==> src/rtl/fetch_pkg.sv <==
// Shared types and constants for the instruction fetch unit.
package fetch_pkg;
  localparam int WORD_W = 16;
  localparam logic [WORD_W-1:0] RESET_PC_DEFAULT = 16'h0000;

  typedef struct packed {
    logic [WORD_W-1:0] pc;
    logic [WORD_W-1:0] instr;
  } fetch_entry_t;
endpackage

==> src/rtl/fetch_fifo.sv <==
// Circular prefetch buffer of {pc, instr} entries with single-cycle flush.
module fetch_fifo
  import fetch_pkg::*;
#(
  parameter int DEPTH = 4
) (
  input  logic                  clk,
  input  logic                  rst,
  input  logic                  push,
  input  logic                  pop,
  input  logic                  flush,
  input  logic [2*WORD_W-1:0]   din,
  output logic [2*WORD_W-1:0]   dout,
  output logic                  empty,
  output logic                  full
);
  localparam int PW = $clog2(DEPTH);
  localparam int CW = PW + 1;

  logic [2*WORD_W-1:0] buffer [DEPTH];
  logic [PW-1:0]       wr_ptr;
  logic [PW-1:0]       rd_ptr;
  logic [CW-1:0]       count;
  logic                push_ok;
  logic                pop_ok;

  assign empty   = (count == '0);
  assign full    = (count == CW'(DEPTH));
  assign push_ok = push & !full;
  assign pop_ok  = pop & !empty;
  assign dout    = buffer[rd_ptr];

  always_ff @(posedge clk) begin
    if (push_ok && !flush) buffer[wr_ptr] <= din;
  end

  always_ff @(posedge clk or posedge rst) begin
    if (rst) begin
      wr_ptr <= '0;
      rd_ptr <= '0;
      count  <= '0;
    end else if (flush) begin
      wr_ptr <= '0;
      rd_ptr <= '0;
      count  <= '0;
    end else begin
      if (push_ok) wr_ptr <= wr_ptr + 1'b1;
      if (pop_ok)  rd_ptr <= rd_ptr + 1'b1;
      case ({push_ok, pop_ok})
        2'b10:   count <= count + 1'b1;
        2'b01:   count <= count - 1'b1;
        default: count <= count;
      endcase
    end
  end
endmodule

==> src/rtl/fetch_unit.sv <==
// PC, prefetch buffer and single-port memory arbiter; data accesses win over fetch.
module fetch_unit
  import fetch_pkg::*;
#(
  parameter int                DEPTH    = 4,
  parameter logic [WORD_W-1:0] RESET_PC = RESET_PC_DEFAULT
) (
  input  logic        CLK,
  input  logic        reset,
  input  logic        redirect,
  input  logic [15:0] redirect_pc,
  output logic        instr_valid,
  input  logic        instr_ready,
  output logic [15:0] instr_out,
  output logic [15:0] instr_pc,
  input  logic        dreq,
  input  logic        dwe,
  input  logic [15:0] daddr,
  input  logic [15:0] dwdata,
  output logic        dack,
  output logic [15:0] drdata,
  output logic        MemRead,
  output logic        MemWrite,
  output logic [15:0] ADDR,
  output logic [15:0] mem_wdata,
  input  logic [15:0] mem_rdata
);
  logic [WORD_W-1:0] pc;
  logic              fetch;
  logic              pop;
  logic              empty;
  logic              full;
  fetch_entry_t      head;
  fetch_entry_t      fill;
  logic [2*WORD_W-1:0] head_bits;

  assign fill = '{pc: pc, instr: mem_rdata};
  assign head = head_bits;

  fetch_fifo #(.DEPTH(DEPTH)) u_fifo (
    .clk   (CLK),
    .rst   (reset),
    .push  (fetch),
    .pop   (pop),
    .flush (redirect),
    .din   (fill),
    .dout  (head_bits),
    .empty (empty),
    .full  (full)
  );

  // Fullness is judged before any same-cycle pop, so a full buffer skips one fetch slot.
  always_comb begin
    MemRead   = 1'b0;
    MemWrite  = 1'b0;
    ADDR      = '0;
    mem_wdata = '0;
    fetch     = 1'b0;
    if (!reset) begin
      if (dreq) begin
        MemRead   = !dwe;
        MemWrite  = dwe;
        ADDR      = daddr;
        mem_wdata = dwdata;
      end else if (!redirect && !full) begin
        fetch   = 1'b1;
        MemRead = 1'b1;
        ADDR    = pc;
      end
    end
  end

  assign instr_valid = !reset && !empty && !redirect;
  assign pop         = instr_valid && instr_ready;
  assign instr_out   = reset ? '0 : head.instr;
  assign instr_pc    = reset ? '0 : head.pc;

  always_ff @(posedge CLK or posedge reset) begin
    if (reset) begin
      pc     <= RESET_PC;
      dack   <= 1'b0;
      drdata <= '0;
    end else begin
      dack <= dreq;
      if (dreq && !dwe) drdata <= mem_rdata;
      if (redirect)   pc <= redirect_pc;
      else if (fetch) pc <= pc + 1'b1;
    end
  end
endmodule

==> config.mk <==
export PLATFORM = sky130hd
export DESIGN_NAME = fetch_unit
export DESIGN_NICKNAME = d
export VERILOG_FILES = /design/src/rtl/fetch_pkg.sv /design/src/rtl/fetch_fifo.sv /design/src/rtl/fetch_unit.sv
export SDC_FILE = /design/constraint.sdc
export NUM_CORES = 1
export LEC_CHECK = 0
export ABC_AREA = 1
export BUFFER_PORTS_ARGS = -buffer_cell sky130_fd_sc_hd__buf_2
export CORE_MARGIN = 2
export CORE_UTILIZATION = 30
export CTS_CLUSTER_SIZE = 28
export DETAILED_ROUTE_END_ITERATION = 10
export PLACE_DENSITY_LB_ADDON = 0.08
export SLEW_MARGIN = 10
export SYNTH_ARGS = -nofsm -noshare
export SYNTH_HDL_FRONTEND = slang
export SYNTH_HIERARCHICAL = 1
export SYNTH_SLANG_ARGS = --single-unit
==> constraint.sdc <==
create_clock -name CLK -period 4.4 [get_ports CLK]
set_clock_uncertainty 0.15 [all_clocks]
set_input_delay 0.44 -clock CLK [delete_from_list [all_inputs] [get_ports CLK]]
set_output_delay 0.44 -clock CLK [all_outputs]
set_load 0.02 [all_outputs]
---- After elaboration in Yosys (flattened, before gate mapping) ----
Memory sizes are Yosys's and may differ from the RTL's.
Index checks and enable logic that the tools add are counted.
storage, ports and cells
  register bits ........................... 40
  memory bits (writable) .................. 128
  bits of input ports ..................... 70
  output and inout port bits .............. 84
  memories kept ........................... 1
memory list
  memory         depth  width  read ports  clocked after memory_dff  wr ports  RTL line          source
  u_fifo.buffer  4      32     1           0                         1         fetch_fifo.sv:20  logic [2*WORD_W-1:0] buffer [DEPTH];
cells by class
  add/subtract/negate cells ............... 5
  equality and inequality tests ........... 3
  mux-type cells .......................... 24
  bitwise gates (word level) .............. 2
  reductions and logical operators ........ 16
operators with widths
  cell                                               number
  two-way mux 16 bit                                 9
  adder 16 x 1 -> 16 bit (second input constant)     1
  two-way mux 1 bit                                  9
  two-way mux 2 bit                                  4
  logical AND 1 bit                                  6
  one-hot mux 3 bit (2 select lines)                 1
  nonzero test 2 bit                                 3
  zero test 1 bit                                    5
  adder 2 x 1 -> 2 bit (second input constant)       2
  adder 3 x 1 -> 3 bit (second input constant)       1
  == test 3 bit (second input constant)              1
  zero test 3 bit                                    1
  two-way mux 3 bit                                  1
  nonzero test 3 bit                                 1
  subtractor 3 x 1 -> 3 bit (second input constant)  1
  AND 1 bit                                          2
  == test 2 x 1 -> 1 bit (second input constant)     1
  == test 2 bit (second input constant)              1

---- Depth between registers and ports, before layout ----
Gate-level depths: netlist of run 1.
  word-level depth ........................ 10
  mapped depth ............................ 16
  gate-level depth less buffers ........... 16

---- Cells and area by module ----
The synthesis of run 1 kept the hierarchy.
by module, submodules not included
  module      instances  cells each  area each (um^2)  sequential area each (um^2)
  fetch_fifo  1          377         5232.5            4018.9
  fetch_unit  1          344         2367.3            825.8

---- Worst setup path before layout of run 1 ----
No wires, ideal clock.
  path kind ............................... register to register
  start point ............................. register u_fifo.count[1]
  end point ............................... memory u_fifo/buffer[0][0] in the netlist's numbering, enable pin
  arrival ................................. 2.716 ns
  setup slack ............................. 1.113 ns
  cell stages (with the launch flop) ...... 10
  period minus slack after synthesis ...... 3.287 ns
  cell sequence ........................... dfrtp_1 -> nor2_2 -> nand2_1 -> inv_1 -> nor2_4 -> nand3_4 -> inv_4 -> a21boi_1 -> nand2_1 -> nor2_1
on the way
  word-level cells in the longest chain between the ends .. 10
RTL lines
  what                                     RTL line          source
  start, declared                          fetch_fifo.sv:23  logic [CW-1:0] count;
  start signal, assigned                   fetch_fifo.sv:50  2'b10: count <= count + 1'b1;
  start signal, assigned                   fetch_fifo.sv:51  2'b01: count <= count - 1'b1;
  start signal, assigned                   fetch_fifo.sv:52  default: count <= count;
  == test 3 bit                            fetch_fifo.sv:28  assign full = (count == CW'(DEPTH));
  named net full                           fetch_unit.sv:32  logic full;
  zero test 1 bit                          fetch_unit.sv:65  end else if (!redirect && !full) begin
  logical AND 1 bit                        fetch_unit.sv:65
  two-way mux 1 bit                        fetch_unit.sv:65
  two-way mux 1 bit                        fetch_unit.sv:60  if (dreq) begin
  two-way mux 1 bit                        fetch_unit.sv:59  if (!reset) begin
  named net fetch                          fetch_unit.sv:29  logic fetch;
  AND 1 bit                                fetch_fifo.sv:29  assign push_ok = push & !full;
  logical AND 1 bit                        fetch_fifo.sv:34  if (push_ok && !flush) buffer[wr_ptr] <= din;
  two-way mux 1 bit                        fetch_fifo.sv:34
  two-way mux 1 bit (implied by the code)  fetch_fifo.sv:34
  end, declared                            fetch_fifo.sv:20
The timed path passes the listed nets, and every way through them passes these cells.

==> results by stage, run 1 <==
Synthesis:
- Ranked by instance count, the synthesized netlist is headed by nor2_1, edfxtp_1, nand2_1.
- The number of nets handed over by synthesis was 797.
- The yosys synthesis warning count is 6.
- Summing every instance area after synthesis gives 7600 um^2.
- Ranked by total cell area, the synthesized netlist is headed by edfxtp_1, dfrtp_1, nor2_1.
- The cell type with the highest aggregate area in the netlist is edfxtp_1.
- The synthesized design contains about 130 enable-type register cells.
- For this run, asynchronously set or reset flops after synthesis account for 0.238.
- Counting every instance in the synthesized netlist gives 721.
- Averaged over all synthesized cells, the footprint is ~11 um^2.
- The register bit total from synthesis is 168.
- For this run, the leading register cell type out of synthesis is edfxtp_1.
- The number of unique standard cell types used by synthesis is 38.
- Of the post-synthesis cell area, the dominant cell type holds 0.506.
- Of the synthesized area, sequential elements account for 0.637.
- In the post-synthesis netlist, the cell with the most instances is nor2_1.

STA:
- Timing would allow up to 0.285 GHz.
- The post-route worst setup slack is roughly 890 ps.
- The relative max-transition margin is 0.230.
- The setup-violating endpoint count in the final report is 0.
- The sum of negative setup slack is 0 ps.
- Setup repair after global routing left no endpoint under its margin.
- The final-report max-slew violation count came to 0.
- The smallest clock period supported by the final layout is computed as ~3500 ps.
- The share of the clock period used by the worst path after layout is 0.798.
- The final number of hold-violating endpoints is 0.
- At the pin with the least slew margin, the transition time is ~1200 ps.

Run:
- The tool flagged a number of max-cap violations equal to 0.

Setup path:
- The worst setup path is of the flop to primary output kind.
- The cell family contributing the most delay on the critical path is buffers and inverters.
- The element type at the critical path start is a flop.
- The register-to-register setup slack is ~1000 ps.
- On the worst path, the slowest cell contributes a delay of 970 ps.
- At the worst endpoint, the arrival time is 2920 ps.
- Counting both buffers and inverters, the worst setup path holds a total of 4.
- Of all nets on the critical path, the largest fanout is 34.
- The critical path capture point type is a primary output.
- The cell with the biggest individual delay on the critical path is clkinv_1.
- At the worst endpoint, the required time is 3810 ps.
- The critical path goes through buf_4 -> clkinv_1 -> o21ai_0 -> o22ai_1 -> inv_1 -> nor2_1 -> buf_2.

Layout:
- The filler cells instantiated in the layout total about 2500.
- Of the cells placed in the final design, the portion with a size suffix greater than 1 is 0.256.
- Compared with the post-synthesis result, the final layout area differs by 21.1%.
- The total inserted antenna cells is 0.
- For this run, the post-layout net count is 942.

GRT:
- The number of global-route vias before repair is 5788.
- The initial antenna violation count is 0.
- Summed over all layers, the global routing overflow is 0.
- The maximum number of pins on one net before global-route repair is 66.
- The global-route wire length before repair is around 31 mm.
- In the global route stage, overall resource usage came out at 0.154.

Die:
- The area of the die is roughly 27000 um^2.
- The core footprint is about 25000 um^2.
- The starting utilization of the core area is 0.304.
- The standard-cell row count is 58.
- The die width is around 160 um.
- The count of boundary I/O pins is 154.
- In this run the vertical extent of the chip is 163 um.

Pwr:
- The design draws approximately 3.6 mW.
- The analysis attributes to cell leakage a power of 3.86 nW.
- In this run the power density over the cells is just under 400 nW/um^2.
- The worst ir drop on vdd is roughly 220 uV.

Clock network:
- Clock tree synthesis inserted a total of 17 buffers.
- The CTS root buffer is clkbuf_16.
- Clock latency on the worst-skew pair, taken at its later pin, is approximately 410 ps.
- The quantity of hold-fixing buffers added after cts is 0.
- The post-cts resize count is 0.
- The clock net in this run drives a total of between 150 and 200 sinks.
- Post-CTS timing repair inserted 0 buffers for setup.
- The TritonCTS clock tree is done.
- The count of H-tree levels built during CTS is 4.
- The buffer levels on the longest clock path is 2.
- After clock tree synthesis, the clock-pin slew on the worst setup and hold paths is ~60 ps.

Placed design:
- Port buffering added approximately 150 buffers.
- The post-detailed-placement half-perimeter wirelength is ~13 mm.
- The worst slack after detailed placement is 703 ps.
- The final weighted congestion in routability-driven placement is 0.847.

Route:
- The post-detailed-route via-to-cell ratio is roughly 4.7.
- In this run the remaining antenna-violating nets after routing total 0.
- The number of remaining DRC errors is 0.
- The via total after detailed routing is roughly 5700.
- After detailed routing, the average wire length per cell comes to ~17 um.
- After detailed routing, the total wire length is ~20 mm.
- The first routing iteration left 377 violations.
- For this run, the detailed router's first-pass iteration total came to 4.

Status:
- The run finished with clean final reports.

Hold path:
- The class of the worst hold path is primary input to flop.
layer usage:
metal	share of wire	vias up	GRT usage
li1	-	2752	-
met1	0.46	2767	0.204
met2	0.48	178	0.256
met3	0.053	13	0.0325
met4	0.012	0	0.0426
met5	0	-	0
stage by stage:
| step | cells | cell area, um^2 | util | hold WS [ps] |
|---|---|---|---|---|
| 4_1_cts | 1209 | 9200 | 0.367 | 78.3 |
| 2_1_floorplan | 721 | 7600 | - | 93.4 |
| 3_5_place_dp | 1177 | 8650 | 0.346 | 329 |
| 3_3_place_gp | 1177 | 8650 | 0.346 | 321 |
| 5_1_grt | 1209 | 9200 | 0.367 | 99.4 |
| 6_report | 1209 | 9200 | 0.367 | 94.4 |
final cells by class:
class                   instances  area, um^2  area share
clock buffers                  21         440      0.0479
well taps                     330         413      0.0449
clock inverters                11         108      0.0117
inverters                      76         290      0.0316
flip-flops and latches        168        4850       0.527
multi-input cells             441        2270       0.247
repair buffers                162         833      0.0906
path summary, 6_finish.rpt:
path / startpoint / to / cells after the start
max in group asynchronous: reset / drdata[10]$_DFFE_PP0P_ / 3
worst min register to register: drdata[6]$_DFFE_PP0P_ / drdata[6]$_DFFE_PP0P_ / 1
worst max register to register: u_fifo/count[1]$_DFFE_PP0P_ / u_fifo/buffer[3][18]$_DFFE_PP_ / 10
min in group asynchronous: reset / drdata[7]$_DFFE_PP0P_ / 3
worst max-delay path: u_fifo/rd_ptr[1]$_DFFE_PP0P_ / instr_pc[15] / 7
worst min-delay path: redirect_pc[2] / pc[2]$_DFFE_PP0P_ / 3
power breakdown:
group / internal, mW / total [mW] / leakage, nW / switching [mW]
Combinational: 0.116 / 0.336 / 1.95 / 0.221
Sequential: 1.77 / 1.83 / 1.64 / 0.0594
Clock: 0.826 / 1.39 / 0.267 / 0.566
Total: 2.71 / 3.56 / 3.86 / 0.846
registers in the layout, indices dropped and copies added, names as in the netlist:
name           count
u_fifo/rd_ptr      2
u_fifo/wr_ptr      2
pc                16
u_fifo/count       3
u_fifo/buffer    128
dack               1
drdata            16
logic make-up after synthesis:
logic type | count (synthesis) | synth area share
AND/OR/NAND/NOR | 276 | 0.156
flip-flops | 168 | 0.637
AO/OA/AOI/OAI | 140 | 0.101
buffers and inverters | 112 | 0.0678
multiplexers | 16 | 0.0237
adder cells (fa/ha/maj) | 6 | 0.0109
XOR/XNOR | 3 | 0.00346
worst min-delay path: stages:
cell and delay [ps]:
buf_2 80, nand2_1 40, o221ai_1 60
placed cells by master, fill, tap and decap left out, drive strengths merged:
cell        n
a21boi      1
a21oi       5
a31o        1
and2        1
buf       162
bufinv      2
clkbuf     21
clkinv     11
clkinvlp    1
dfrtp      40
edfxtp    128
fa          1
ha          5
inv        73
mux2       16
nand2      82
nand3      41
nand4       3
nor2      144
nor3        5
o211ai      3
o21ai      95
o221ai      2
o22ai      33
xnor2       2
xor2        1
(Power assumes the default switching activity.)
==> inputs of run 2 (changes only) <==
==> constraint.sdc (replaced) <==
create_clock -name CLK -period 3.6 [get_ports CLK]
set_clock_uncertainty 0.15 [all_clocks]
set_input_delay 0.36 -clock CLK [delete_from_list [all_inputs] [get_ports CLK]]
set_output_delay 0.36 -clock CLK [all_outputs]
set_load 0.02 [all_outputs]
==> run 2 against run 1 <==
Power grew 32%. Utilization up 0.90 points. Via count fell by 0.44%. Design area is 2.5% higher. Sequential power rose by 22%. Cell count is 0.83% higher. Hold slack got worse by 65 ps. Clock power is 49% higher. Largest cell class unchanged.
==> results by stage, run 2 (synthesis results as in run 1) <==
Pwr:
- The switching power is between 1 and 1.5 mW.
- The standby leakage power is 3.97 nW.
- Cell internal power was estimated by the tool at 3.66 mW.
- Across the VDD grid, the largest voltage drop is between 200 and 250 uV.
- Of the total power, the clock network draws 0.439.
- Of the total power, the share spent switching nets is 0.223.
- The power density relative to cell area is ~500 nW/um^2.
- The overall power consumption is roughly 4.7 mW.
- Of the total power, registers draw 0.474.
- The combinational group share of total power is 0.087.

Clock network:
- The buffer levels on the longest clock path is 2.
- Buffers inserted during clock tree synthesis total 17.
- The TritonCTS clock tree is done.
- The clock tree synthesis step divided the H-tree into 4 levels.
- Counting every sink on the clock net gives 168.
- The CTS root buffer is clkbuf_16.
- Post-CTS repair changed the size of 0 cells.
- The later pin in the worst-skew pair is clocked with a latency of between 400 and 500 ps.
- The clock input transition at the sequential cells of the worst setup and hold paths is about 60 ps.

Setup path:
- The endpoint arrival time on the critical path is roughly 2500 ps.
- The maximum fanout encountered on the critical timing path is 27.
- For the worst setup path, the data required time is 3090 ps.
- The register-to-register setup slack is between 800 and 900 ps.
- The setup path with the least slack is of type flop to primary output.
- The critical path capture point type is a primary output.
- The element type at the critical path start is a flop.

Layout:
- The number of nets in the layout is between 900 and 1000.
- The number of flip-flops under the largest register name is between 100 and 150.
- The number of fillers in the final layout is between 2000 and 2500.
- The total inserted antenna cells is 0.
- The finished layout holds 1219 standard cells, fillers aside.
- In the final layout, the multi-input gates occupy about 2300 um^2.
- The largest registers in the layout are u_fifo/buffer (128), drdata (16), pc (16).
- In the final layout, the share of cells above drive strength 1 is 0.268.
- In the layout the commonest cells are buf_2, nor2_1, edfxtp_1.
- The sequential cells in the finished layout cover a total of about 4800 um^2.
- Compared with the post-synthesis result, the final layout area differs by 24.0%.
- Leaving out fill and tap cells, the most frequent cell in the layout is buf_2.
- Counting flops per register, the top entry is u_fifo/buffer.

Route:
- The via total after detailed routing is roughly 5700.
- The average routed wire per standard cell is between 15 and 20 um.
- The post-detailed-route via-to-cell ratio is between 4 and 5.
- For this run, the detailed router's first-pass iteration total came to 4.
- The violation count after the first detailed-routing iteration is roughly 220.
- The number of remaining DRC errors is 0.
- The final layout contains routed wiring with a total length of ~20 mm.
- The post-detailed-route count of antenna-violating nets is 0.

STA:
- The worst hold-check slack is ~30 ps.
- In the finished design, the share of the clock period the worst path needs comes to 0.832.
- The time the final worst path needs with I/O delays and setup is roughly 3000 ps.
- Setup repair after global routing left no endpoint under its margin.
- At the pin with the least slew margin, the transition time is approximately 960 ps.
- The final-report max-slew violation count is 0.
- Setup violations remaining at the end of the flow were counted as 0.
- Adding up every negative setup slack in the final design gives 0 ps.
- The relative max-transition margin is 0.357.
- The final number of hold-violating endpoints is 0.
- For this run, the top clock speed supported by timing is 0.334 GHz.

Status:
- The run finished with clean final reports.

Placed design:
- The number of input and output port buffers inserted is between 150 and 200.
- Including well taps, the total number of placed cells is 1184.
- The post-detailed-placement half-perimeter wirelength is around 13 mm.
- At the end of routability-driven placement, the weighted congestion stood at between 0.8 and 0.9.

Die:
- The core footprint is 25000 um^2.
- The count of boundary I/O pins is between 150 and 200.
- The area of the die is approximately 27000 um^2.
- From bottom edge to top edge, the die measures ~160 um.
- The starting utilization of the core area is 0.304.
- The floorplan has 58 rows.
- The die width is 163 um.

GRT:
- The total routing usage reported by global routing is 0.153.
- The maximum number of pins on one net before global-route repair is 66.
- The global-route wire length before repair is around 31 mm.
- The initial antenna violation count is 0.
- The number of global-route vias before repair is 5803.
- The total overflow left after global routing is 0.

Run:
- Across the run, the number of max-cap violations was 0.

Hold path:
- In this run the worst hold path is classified as primary input to flop.
[run 2: area by class of cell]
type                       count  area share
clock buffer                  22      0.0538
clock inverter                10      0.0196
tap                          330      0.0438
timing repair buffer         172      0.0972
inverter                      76      0.0308
sequential                   168       0.514
multi-input combinational    441       0.241
[run 2: path summary, 6_finish.rpt]
kind,end,cells past startpoint,startpoint
worst max register to register,u_fifo/buffer[0][16]$_DFFE_PP_,10,u_fifo/count[0]$_DFFE_PP0P_
max in group asynchronous,pc[4]$_DFFE_PP0P_,3,reset
worst min-delay path,pc[7]$_DFFE_PP0P_,3,redirect_pc[7]
worst min register to register,drdata[5]$_DFFE_PP0P_,1,drdata[5]$_DFFE_PP0P_
min in group asynchronous,pc[12]$_DFFE_PP0P_,3,reset
worst max-delay path,instr_out[13],7,u_fifo/rd_ptr[1]$_DFFE_PP0P_
[run 2: power groups by stage]
| stage | Combinational, mW | Sequential, mW | Clock [mW] |
|---|---|---|---|
| floorplan | 0.220 | 2.28 | 0 |
| global placement | 0.413 | 2.27 | 0 |
| detailed placement | 0.417 | 2.27 | 0 |
| CTS | 0.422 | 2.23 | 2.12 |
| global route | 0.459 | 2.24 | 2.21 |
| finish | 0.412 | 2.23 | 2.07 |
[run 2: routing by layer]
metal | GRT usage | vias up | share of wire
li1 | - | 2769 | -
met1 | 0.190 | 2778 | 0.44
met2 | 0.273 | 129 | 0.51
met3 | 0.0322 | 9 | 0.040
met4 | 0.0350 | 0 | 0.0064
met5 | 0 | - | 0
[run 2: worst max-delay path, stage by stage (launching register included)]
cell	delay, ps
dfrtp_1	340
clkinv_1	740
buf_4	480
o21ai_1	100
o22ai_1	120
inv_1	70
nor2_1	30
buf_2	180
[run 2: timing repair]
item | CTS | global route
buffers inserted | 0 | 0
hold endpoints to repair | 3 | 0
hold buffers | 3 | 0
[run 2: through the flow]
step,util,cell area (um^2),worst slack [ps]
after global routing,0.377,9430,398
after floorplan,-,7600,313
after detailed placement,0.348,8700,730
final,0.377,9430,603
after global placement,0.348,8700,761
after CTS,0.377,9430,584
